--- src/rtl/video_frame_conditioner_if.sv ---
// -----------------------------------------------------------------------------
// axi4_stream_if
// Purpose : AXI4-Stream bundle used on both sides of video_frame_conditioner.
//           For video, tuser marks start of frame and tlast marks end of line.
// Signals : tvalid, tready, tdata[TDATA_WIDTH], tstrb/tkeep[TDATA_WIDTH/8],
//           tlast, tuser, tid[TID_WIDTH], tdest[TDEST_WIDTH]
// Modports: master (drives payload, samples tready)
//           slave  (samples payload, drives tready)
// -----------------------------------------------------------------------------
interface axi4_stream_if #(
    parameter int TDATA_WIDTH = 16,
    parameter int TID_WIDTH   = 1,
    parameter int TDEST_WIDTH = 1
);
    logic                       tvalid;
    logic                       tready;
    logic [TDATA_WIDTH-1:0]     tdata;
    logic [TDATA_WIDTH/8-1:0]   tstrb;
    logic [TDATA_WIDTH/8-1:0]   tkeep;
    logic                       tlast;
    logic                       tuser;
    logic [TID_WIDTH-1:0]       tid;
    logic [TDEST_WIDTH-1:0]     tdest;

    modport master (
        output tvalid, tdata, tstrb, tkeep, tlast, tuser, tid, tdest,
        input  tready
    );

    modport slave (
        input  tvalid, tdata, tstrb, tkeep, tlast, tuser, tid, tdest,
        output tready
    );
endinterface

--- src/rtl/video_frame_conditioner.sv ---
// -----------------------------------------------------------------------------
// video_frame_conditioner
// Purpose : Forces every video frame to exactly FRAME_RES_X x FRAME_RES_Y
//           output beats. Waits for SOF, pads short lines / short frames with
//           PAD_VALUE, truncates long lines and discards surplus lines, so the
//           downstream frame-buffer writer sees fixed geometry.
// Ports   : clk_i          - single clock
//           rst_n_i        - asynchronous active-low reset
//           video_i        - raw stream (slave), tuser = SOF, tlast = EOL
//           video_o        - conditioned stream (master), one register stage
//           short_lines_o  - 16-bit saturating count of padded lines   (stats)
//           long_lines_o   - 16-bit saturating count of truncated lines(stats)
//           short_frames_o - 16-bit saturating count of padded frames  (stats)
// Config  : define VIDEO_FRAME_COND_STATS_EN to add the three stats ports.
// -----------------------------------------------------------------------------
module video_frame_conditioner #(
    parameter int                     FRAME_RES_X = 1920,
    parameter int                     FRAME_RES_Y = 1080,
    parameter int                     TDATA_WIDTH = 16,
    parameter logic [TDATA_WIDTH-1:0] PAD_VALUE   = '0
) (
    input  logic          clk_i,
    input  logic          rst_n_i,
    axi4_stream_if.slave  video_i,
    axi4_stream_if.master video_o
`ifdef VIDEO_FRAME_COND_STATS_EN
    ,
    output logic [15:0]   short_lines_o,
    output logic [15:0]   long_lines_o,
    output logic [15:0]   short_frames_o
`endif
);

    localparam int XW = $clog2(FRAME_RES_X);
    localparam int YW = $clog2(FRAME_RES_Y);
    localparam logic [XW-1:0] X_LAST = XW'(FRAME_RES_X - 1);
    localparam logic [YW-1:0] Y_LAST = YW'(FRAME_RES_Y - 1);

    typedef enum logic [2:0] {
        WAIT_SOF,
        PASS,
        PAD_LINE,
        DROP_LINE,
        PAD_FRAME
    } state_t;

    state_t                 state;
    state_t                 state_next;
    logic                   run;        // low during reset and one cycle after, keeps tready low
    logic [XW-1:0]          x_cnt;      // counts output beats
    logic [YW-1:0]          y_cnt;

    logic                   out_valid;
    logic [TDATA_WIDTH-1:0] out_data;
    logic                   out_user;
    logic                   out_last;

    logic                   load_en;
    logic                   in_ready;
    logic                   emit;
    logic                   emit_pad;
    logic                   in_sof;
    logic                   at_origin;
    logic                   at_eol;
    logic                   at_eof;

    assign load_en   = !out_valid || video_o.tready;
    assign in_sof    = video_i.tvalid && video_i.tuser;
    assign at_origin = (x_cnt == '0) && (y_cnt == '0);
    assign at_eol    = (x_cnt == X_LAST);
    assign at_eof    = at_eol && (y_cnt == Y_LAST);

    // Sideband inputs carry nothing this block needs.
    logic unused_sideband;
    assign unused_sideband = ^{video_i.tstrb, video_i.tkeep, video_i.tid, video_i.tdest};

    // ------------------------------------------------------------------------
    // FSM: state register
    // ------------------------------------------------------------------------
    always_ff @(posedge clk_i or negedge rst_n_i) begin
        if (!rst_n_i) begin
            // NOTE: sequential state always uses non-blocking assignments so every
            // flop samples pre-edge values regardless of block ordering.
            state <= WAIT_SOF;
            run   <= 1'b0;
        end else begin
            state <= state_next;
            run   <= 1'b1;
        end
    end

    // ------------------------------------------------------------------------
    // FSM: next-state logic
    // ------------------------------------------------------------------------
    always_comb begin
        // NOTE: default first so no path through the case leaves state_next
        // unassigned, which would infer a latch.
        state_next = state;
        if (run) begin
            case (state)
                WAIT_SOF: begin
                    if (in_sof)
                        state_next = PASS;
                end
                PASS: begin
                    if (in_sof && !at_origin)
                        state_next = PAD_FRAME;               // early SOF, beat held back
                    else if (emit) begin
                        if (at_eof)
                            state_next = video_i.tlast ? WAIT_SOF : DROP_LINE;
                        else if (video_i.tlast && !at_eol)
                            state_next = PAD_LINE;
                        else if (at_eol && !video_i.tlast)
                            state_next = DROP_LINE;
                    end
                end
                PAD_LINE: begin
                    // A padded final line completes the frame; input EOL was
                    // already seen, so the next frame must start from SOF.
                    if (emit && at_eol)
                        state_next = at_eof ? WAIT_SOF : PASS;
                end
                DROP_LINE: begin
                    // Counters sit at the origin here only after a frame's last
                    // line overran, so origin means "frame already complete".
                    if (in_sof)
                        state_next = at_origin ? PASS : PAD_FRAME;
                    else if (video_i.tvalid && video_i.tlast)
                        state_next = at_origin ? WAIT_SOF : PASS;
                end
                PAD_FRAME: begin
                    if (emit && at_eof)
                        state_next = PASS;
                end
                default: state_next = WAIT_SOF;
            endcase
        end
    end

    // ------------------------------------------------------------------------
    // FSM: outputs (input ready, beat emission, pad select)
    // ------------------------------------------------------------------------
    always_comb begin
        in_ready = 1'b0;
        emit     = 1'b0;
        emit_pad = 1'b0;
        if (run) begin
            case (state)
                WAIT_SOF, DROP_LINE: begin
                    // Discard everything except an SOF, which waits for PASS.
                    in_ready = !in_sof;
                end
                PASS: begin
                    in_ready = load_en && !(in_sof && !at_origin);
                    emit     = video_i.tvalid && in_ready;
                end
                PAD_LINE, PAD_FRAME: begin
                    emit     = load_en;
                    emit_pad = 1'b1;
                end
                default: ;
            endcase
        end
    end

    assign video_i.tready = in_ready;

    // ------------------------------------------------------------------------
    // Output-beat counters: advance once per beat loaded into the output stage
    // ------------------------------------------------------------------------
    always_ff @(posedge clk_i or negedge rst_n_i) begin
        if (!rst_n_i) begin
            x_cnt <= '0;
            y_cnt <= '0;
        end else if (emit) begin
            if (at_eol) begin
                x_cnt <= '0;
                y_cnt <= (y_cnt == Y_LAST) ? '0 : y_cnt + 1'b1;
            end else begin
                x_cnt <= x_cnt + 1'b1;
            end
        end
    end

    // ------------------------------------------------------------------------
    // Output register stage: loads only when empty or being drained
    // ------------------------------------------------------------------------
    always_ff @(posedge clk_i or negedge rst_n_i) begin
        if (!rst_n_i) begin
            out_valid <= 1'b0;
            out_data  <= '0;
            out_user  <= 1'b0;
            out_last  <= 1'b0;
        end else if (load_en) begin
            out_valid <= emit;
            if (emit) begin
                out_data <= emit_pad ? PAD_VALUE : video_i.tdata;
                out_user <= at_origin;
                out_last <= at_eol;
            end
        end
    end

    assign video_o.tvalid = out_valid;
    assign video_o.tdata  = out_data;
    assign video_o.tuser  = out_user;
    assign video_o.tlast  = out_last;
    assign video_o.tstrb  = '1;
    assign video_o.tkeep  = '1;
    assign video_o.tid    = '0;
    assign video_o.tdest  = '0;

`ifdef VIDEO_FRAME_COND_STATS_EN
    // ------------------------------------------------------------------------
    // Saturating event counters, bumped on entry to each corrective state
    // ------------------------------------------------------------------------
    logic enter_pad_line;
    logic enter_drop_line;
    logic enter_pad_frame;

    assign enter_pad_line  = (state_next == PAD_LINE)  && (state != PAD_LINE);
    assign enter_drop_line = (state_next == DROP_LINE) && (state != DROP_LINE);
    assign enter_pad_frame = (state_next == PAD_FRAME) && (state != PAD_FRAME);

    always_ff @(posedge clk_i or negedge rst_n_i) begin
        if (!rst_n_i) begin
            short_lines_o  <= '0;
            long_lines_o   <= '0;
            short_frames_o <= '0;
        end else begin
            if (enter_pad_line && (short_lines_o != 16'hFFFF))
                short_lines_o <= short_lines_o + 1'b1;
            if (enter_drop_line && (long_lines_o != 16'hFFFF))
                long_lines_o <= long_lines_o + 1'b1;
            if (enter_pad_frame && (short_frames_o != 16'hFFFF))
                short_frames_o <= short_frames_o + 1'b1;
        end
    end
`endif

endmodule

--- src/flat_wrapper.sv ---
// flat-port wrapper written by rule: the top's interface ports become plain ports
module video_frame_conditioner_flat 
#(
    parameter int                     FRAME_RES_X = 1920,
    parameter int                     FRAME_RES_Y = 1080,
    parameter int                     TDATA_WIDTH = 16,
    parameter logic [TDATA_WIDTH-1:0] PAD_VALUE   = '0
)
  (clk_i, rst_n_i, video_i_tvalid, video_i_tdata, video_i_tstrb, video_i_tkeep, video_i_tlast, video_i_tuser, video_i_tid, video_i_tdest, video_i_tready, video_o_tvalid, video_o_tdata, video_o_tstrb, video_o_tkeep, video_o_tlast, video_o_tuser, video_o_tid, video_o_tdest, video_o_tready);
  axi4_stream_if #(.TDATA_WIDTH(TDATA_WIDTH)) video_i_i ();
  axi4_stream_if #(.TDATA_WIDTH(TDATA_WIDTH)) video_o_i ();
  input  logic clk_i;
  input  logic rst_n_i;
  input wire logic [$bits(video_i_i.tvalid)-1:0] video_i_tvalid;
  input wire logic [$bits(video_i_i.tdata)-1:0] video_i_tdata;
  input wire logic [$bits(video_i_i.tstrb)-1:0] video_i_tstrb;
  input wire logic [$bits(video_i_i.tkeep)-1:0] video_i_tkeep;
  input wire logic [$bits(video_i_i.tlast)-1:0] video_i_tlast;
  input wire logic [$bits(video_i_i.tuser)-1:0] video_i_tuser;
  input wire logic [$bits(video_i_i.tid)-1:0] video_i_tid;
  input wire logic [$bits(video_i_i.tdest)-1:0] video_i_tdest;
  output wire logic [$bits(video_i_i.tready)-1:0] video_i_tready;
  output wire logic [$bits(video_o_i.tvalid)-1:0] video_o_tvalid;
  output wire logic [$bits(video_o_i.tdata)-1:0] video_o_tdata;
  output wire logic [$bits(video_o_i.tstrb)-1:0] video_o_tstrb;
  output wire logic [$bits(video_o_i.tkeep)-1:0] video_o_tkeep;
  output wire logic [$bits(video_o_i.tlast)-1:0] video_o_tlast;
  output wire logic [$bits(video_o_i.tuser)-1:0] video_o_tuser;
  output wire logic [$bits(video_o_i.tid)-1:0] video_o_tid;
  output wire logic [$bits(video_o_i.tdest)-1:0] video_o_tdest;
  input wire logic [$bits(video_o_i.tready)-1:0] video_o_tready;
  assign video_i_i.tvalid = video_i_tvalid;
  assign video_i_i.tdata = video_i_tdata;
  assign video_i_i.tstrb = video_i_tstrb;
  assign video_i_i.tkeep = video_i_tkeep;
  assign video_i_i.tlast = video_i_tlast;
  assign video_i_i.tuser = video_i_tuser;
  assign video_i_i.tid = video_i_tid;
  assign video_i_i.tdest = video_i_tdest;
  assign video_i_tready = video_i_i.tready;
  assign video_o_tvalid = video_o_i.tvalid;
  assign video_o_tdata = video_o_i.tdata;
  assign video_o_tstrb = video_o_i.tstrb;
  assign video_o_tkeep = video_o_i.tkeep;
  assign video_o_tlast = video_o_i.tlast;
  assign video_o_tuser = video_o_i.tuser;
  assign video_o_tid = video_o_i.tid;
  assign video_o_tdest = video_o_i.tdest;
  assign video_o_i.tready = video_o_tready;
  video_frame_conditioner #(.FRAME_RES_X(FRAME_RES_X), .FRAME_RES_Y(FRAME_RES_Y), .TDATA_WIDTH(TDATA_WIDTH), .PAD_VALUE(PAD_VALUE)) u_core (.clk_i(clk_i), .rst_n_i(rst_n_i), .video_i(video_i_i), .video_o(video_o_i));
endmodule
--- config.mk ---
export PLATFORM = sky130hd
export DESIGN_NAME = video_frame_conditioner_flat
export DESIGN_NICKNAME = d
export VERILOG_FILES = /design/src/rtl/video_frame_conditioner_if.sv /design/src/rtl/video_frame_conditioner.sv /design/src/flat_wrapper.sv
export SDC_FILE = /design/constraint.sdc
export NUM_CORES = 1
export LEC_CHECK = 0
export BUFFER_PORTS_ARGS = -buffer_cell sky130_fd_sc_hd__buf_2
export CAP_MARGIN = 20
export CORE_MARGIN = 1
export CORE_UTILIZATION = 49
export DETAILED_ROUTE_END_ITERATION = 10
export PLACE_DENSITY = 0.8
export SLEW_MARGIN = 20
export SYNTH_ARGS = -nofsm -noshare
export SYNTH_HDL_FRONTEND = slang
export SYNTH_SLANG_ARGS = --single-unit
export TNS_END_PERCENT = 30
--- constraint.sdc ---
create_clock -name clk_i -period 3.2 [get_ports clk_i]
set_input_delay 0.32 -clock clk_i [delete_from_list [all_inputs] [get_ports clk_i]]
set_output_delay 0.32 -clock clk_i [all_outputs]
set_load 0.01 [all_outputs]
======== Word-level counts from Yosys, hierarchy flattened ========
Cells that the tools add are included.
word-level totals
  register bits ........................... 45
  word-level logic and storage cells ...... 72
  output and inout port bits .............. 26
  input port bits ......................... 28
operators by class
  $add $sub $neg .......................... 2
  mux-type cells .......................... 24
  reductions and logical operators ........ 26
  equal/unequal tests ..................... 12
operators by type and width
  kind                                                              number
  3-bit two-way mux                                                 11
  11-bit by 1-bit adder with 11-bit output (second input constant)  2
  11-bit == test (second input constant)                            2
  11-bit zero test                                                  2
  11-bit two-way mux                                                2
  16-bit two-way mux                                                1
  3-bit one-hot mux with 5 select lines                             1
  1-bit logical AND                                                 11
  7-bit AND reduction                                               1
  3-bit by 2-bit == test with 1-bit output (second input constant)  2
  1-bit zero test                                                   6
  1-bit two-way mux                                                 6
  2-bit by 1-bit != test with 1-bit output (second input constant)  3
  3-bit by 1-bit != test with 1-bit output (second input constant)  2
  5-bit by 1-bit != test with 1-bit output (second input constant)  1
  1-bit one-hot mux with 2 select lines                             2
  2-bit AND reduction                                               2
  2-bit OR reduction                                                2
  3-bit by 1-bit == test with 1-bit output (second input constant)  1
  3-bit == test (second input constant)                             1
  3-bit zero test                                                   1
  2-bit two-way mux                                                 1
  1-bit logical OR                                                  1

======== Depth between registers and ports, before layout ========
  word-level depth ........................ 12
  depth in mapped cells ................... 13
  gate-level depth less buffers ........... 12

======== Worst setup path after synthesis ========
Ideal clock, no wire load.
  path kind ............................... reg2reg
  start point ............................. register u_core.y_cnt[4]
  end point ............................... register u_core.x_cnt[10]
  arrival ................................. 2.842 ns
  buffers on the path ..................... 1
  period minus slack after synthesis ...... 2.967 ns
  cell stages (with the launch flop) ...... 11
  path slack .............................. 0.233 ns
  required time ........................... 3.075 ns
  library setup time ...................... 0.125 ns
  cell sequence ........................... dfrtp_1 > or4_1 > nor3_1 > nand4_1 > ha_1 > nor2_1 > a311oi_2 > or2_1 > buf_2 > nor4_1 > mux2_2
on the way
  word-level cells in the longest chain between the ends .. 9
ends and longest elaborated chain
  item                                   RTL line                        source
  from (decl)                            video_frame_conditioner.sv:51   logic [YW-1:0] y_cnt;
  from (signal assigned)                 video_frame_conditioner.sv:178  y_cnt <= (y_cnt == Y_LAST) ? '0 : y_cnt + 1'b1;
  11-bit zero test                       video_frame_conditioner.sv:69   assign at_origin = (x_cnt == '0) && (y_cnt == '0);
  1-bit logical AND                      video_frame_conditioner.sv:69
  1-bit zero test                        video_frame_conditioner.sv:154  in_ready = load_en && !(in_sof && !at_origin);
  1-bit logical AND                      video_frame_conditioner.sv:154
  1-bit zero test                        video_frame_conditioner.sv:154
  1-bit logical AND                      video_frame_conditioner.sv:154
  1-bit logical AND                      video_frame_conditioner.sv:155  emit = video_i.tvalid && in_ready;
  1-bit one-hot mux with 2 select lines  video_frame_conditioner.sv:148  case (state)
  1-bit two-way mux                      video_frame_conditioner.sv:147  if (run) begin
  to (signal assigned)                   video_frame_conditioner.sv:180  x_cnt <= x_cnt + 1'b1;
  to (decl)                              video_frame_conditioner.sv:50   logic [XW-1:0] x_cnt;
No other way between the ends.
A chain may end at the register's enable or synchronous reset.

======== Final worst setup path ========
  start point ............................. register u_core.y_cnt[5]
  end point ............................... register u_core.x_cnt[10]
Same word-level chain as after synthesis.

==> impl_metrics.csv <==
group,metric,value,unit
placed_design,pre_cts_ws,0.1542,ns
outcome,status,"completed",
pwr,ir_drop,0.0004290,V
yosys,ys_warn_count,0,
final_layout,nNetsFinal,334,
final_layout,area_growth,16.54,%
yosys,synth_cell_types,49,
run,maxCapViolCount,0,
floorplanning,die_w,72.08,um
timing,drv_slew,0,
yosys,avgSynthCellArea,9.362,um^2
grt,antenna_found_initial,0,
floorplanning,die-area,0.005195,mm^2
timing,fmax,0.3344,GHz
clock_tree,cts_made_buffers,5,
final_layout,drive_gt1_share,23.84,%
timing,skew,0.009738,ns
yosys,synth_top_family_by_area,"simple AND/OR/NAND/NOR gates",
floorplanning,die_h,72.08,um
timing,maxSlewHeadroom,60.12,%
grt,overflow,0,
drt,routedWlPerCell,12.68,um
clock_tree,cts_tree,"done",
floorplanning,initial_core_util,50.94,%
timing,fin_ws,0.2091,ns
placed_design,place.gp.congestion,0.9090,
yosys,synthMuxAreaShare,0.8840,%
yosys,synth_seq_area_share,46.80,%
yosys,syn_area,0.002406,mm^2
drt,dr_total_vias,1934,
yosys,synth_top_flop_cell,"dfrtp_1",
hold_path,hp-class,"input port to register",
clock_tree,cts-root-buf,"clkbuf_8",
critical_path,cp_data_arrival_time,3.18,ns
critical_path,crit_required,3.39,ns
yosys,syn_inst,257,
yosys,synth_edf_count,0,
clock_tree,cts_buffer_depth,2,
yosys,synthArstFlopShare,100.0,%
timing,min_period,2.991,ns
grt,grt_pass1_vias,1807,
pwr,p_leak,0.001393,uW
timing,finalHoldViolCount,0,
drt,wl,4680,um
yosys,synth-seq-cells,45,
clock_tree,htree_levels,2,
grt,grt_max_degree,46,
floorplanning,ios,54,
grt,grt_first_pass_wirelength,7872,um
grt,grtUsageTotal,19.50,%
drt,drtAntennaViolNets,0,
timing,setup_viol,0,
drt,avgViaCountPerCell,5.241,
yosys,synth-xor-area-share,5.096,%
critical_path,startpoint_type,"register",
drt,firstDrtPassIters,4,
timing,timing.final.crit_share,93.46,%
timing,worst_pin_slew,0.5982,ns
drt,drt_iter0_markers,122,
yosys,synth.top_cell.area_share,46.80,%
drt,drc,0,
clock_tree,clk_pin_slew,0.09,ns
final_layout,num_antenna_cells,0,
clock_tree,insertion_delay,0.30,ns
yosys,synth.area.top_cells,"dfrtp_1 47%, nand2_1 8.1%, nand3_1 4.6%",
yosys,synth_fa_ha_area_share,2.600,%
yosys,synth_simple_gate_area_share,27.82,%
placed_design,post-dp-hpwl,3308,um
critical_path,path_class,"register to register",
clock_tree,cts_sinks,45,
timing,tns,0,ns
critical_path,endpoint_kind,"register",
pwr,p_per_area,674.9,mW/mm^2
floorplanning,fp-row-count,25,
yosys,synth_compound_area_share,10.71,%
placed_design,io_buffers,41,
critical_path,critPathMaxFanout,4,
yosys,synth_top_area_cell,"dfrtp_1",
floorplanning,core,0.004723,mm^2
[placed cells by master (no fill, tap or decap), types with 3 or more instances in the layout]
| master | n |
|---|---|
| nand2_1 | 52 |
| buf_2 | 41 |
| clkbuf_8 | 5 |
| nor2b_1 | 3 |
| conb_1 | 7 |
| nand3_1 | 22 |
| xnor2_1 | 6 |
| a31oi_1 | 4 |
| nor2_1 | 8 |
| nor3_1 | 3 |
| o21ai_0 | 13 |
| dfrtp_1 | 45 |
| and3_1 | 6 |
| nor4_1 | 3 |
| nand4_1 | 5 |
| inv_1 | 10 |
| buf_4 | 5 |
| a21oi_1 | 5 |
| xor2_1 | 8 |
| ha_1 | 5 |
[where the power goes]
group | internal [uW] | leakage (uW) | switching (uW) | total [uW]
sequential | 715 | 0.000581 | 127 | 842
combinational | 295 | 0.000775 | 411 | 706
clock | 154 | 0.0000374 | 191 | 345
total | 1160 | 0.00139 | 729 | 1890
[layer usage]
metal | wire length (um) | track usage (%) | vias to the layer above
li1 | - | - | 955
met1 | 2159 | 26.23 | 929
met2 | 2281 | 31.05 | 44
met3 | 190 | 3.889 | 6
met4 | 48 | 7.843 | 0
met5 | 0 | 0 | -
[metrics by stage]
stage / power [uW] / cell area (um^2) / hold slack (ns) / util, % / std cells
CTS: 1893 / 2758 / 0.1946 / 58.38 / 367
finish: 1892 / 2804 / 0.2321 / 59.36 / 369
floorplan: 1308 / 2425 / 0.02441 / - / 262
global route: 2026 / 2804 / 0.2405 / 59.36 / 369
global placement: 1523 / 2670 / 0.4472 / 56.53 / 359
detailed placement: 1548 / 2670 / 0.4510 / 56.53 / 359
[logic make-up after synthesis]
kind of cell	count (synthesis)
compound gates	36
other cells	2
flops	45
buf+inv	27
mux	2
xor+xnor	14
fa+ha+maj	5
simple gates	126
[final cells by class]
class	instances	area [um^2]
clock buffers	6	72.57
clock inverters	2	15.01
fillers	386	1919
inverters	10	37.54
multi-input cells	190	1176
flip-flops and latches	45	1126
well taps	67	83.83
repair buffers	49	292.8
[state kept, by name, indices dropped and copies added (netlist names)]
signal,flops
u_core.x_cnt,11
u_core.video_o.tvalid,1
u_core.video_o.tuser,1
u_core.video_o.tlast,1
u_core.video_o.tdata,16
u_core.y_cnt,11
u_core.run,1
u_core.state,3
[critical path, stage by stage, from the launching register on]
cell      delay (ns)
dfrtp_1         0.42
or4_1           0.51
nor3_1          0.17
nand4_1         0.18
ha_1            0.28
nor2_2          0.19
a311oi_2        0.14
or2_1           0.30
nor4_2          0.32
mux2_2          0.36
[what timing repair did]
action                                 CTS  global route
endpoints found under the hold margin    0            12
buffers inserted                         0             0
setup endpoints to repair                0             8
gates resized for setup                  0             4
hold buffers                             0             1
[synth_stat cells (2+ instances only)]
library cell  count
a21o_1            2
a21oi_1           5
a31oi_1           4
and2_1            2
and3_1            6
buf_2             6
buf_4             6
clkbuf_1          4
conb_1            2
dfrtp_1          45
ha_1              5
inv_1            10
nand2_1          52
nand2b_1          2
nand3_1          22
nand3b_1          2
nand4_1           5
nor2_1           10
nor2b_1           3
nor3_1            4
nor3b_1           2
nor4_1            4
nor4_4            2
o21ai_0          13
o31ai_1           2
or4_4             2
xnor2_1           6
xor2_1            8
[path summary, 6_finish.rpt]
| path | cells after the start | end | start | slack (ns) |
|---|---|---|---|---|
| min | 3 | u_core.video_o.tdata[15] | video_i_tdata[15] | 0.23 |
| max reg2reg | 9 | u_core.x_cnt[10] | u_core.y_cnt[5] | 0.21 |
| max in group asynchronous | 3 | u_core.x_cnt[1] | rst_n_i | 2.27 |
| max | 9 | u_core.x_cnt[10] | u_core.y_cnt[5] | 0.21 |
| min reg2reg | 2 | u_core.video_o.tdata[3] | u_core.video_o.tdata[3] | 0.47 |
| min in group asynchronous | 2 | u_core.y_cnt[9] | rst_n_i | 0.45 |
Power figures use the tool's default switching activity.
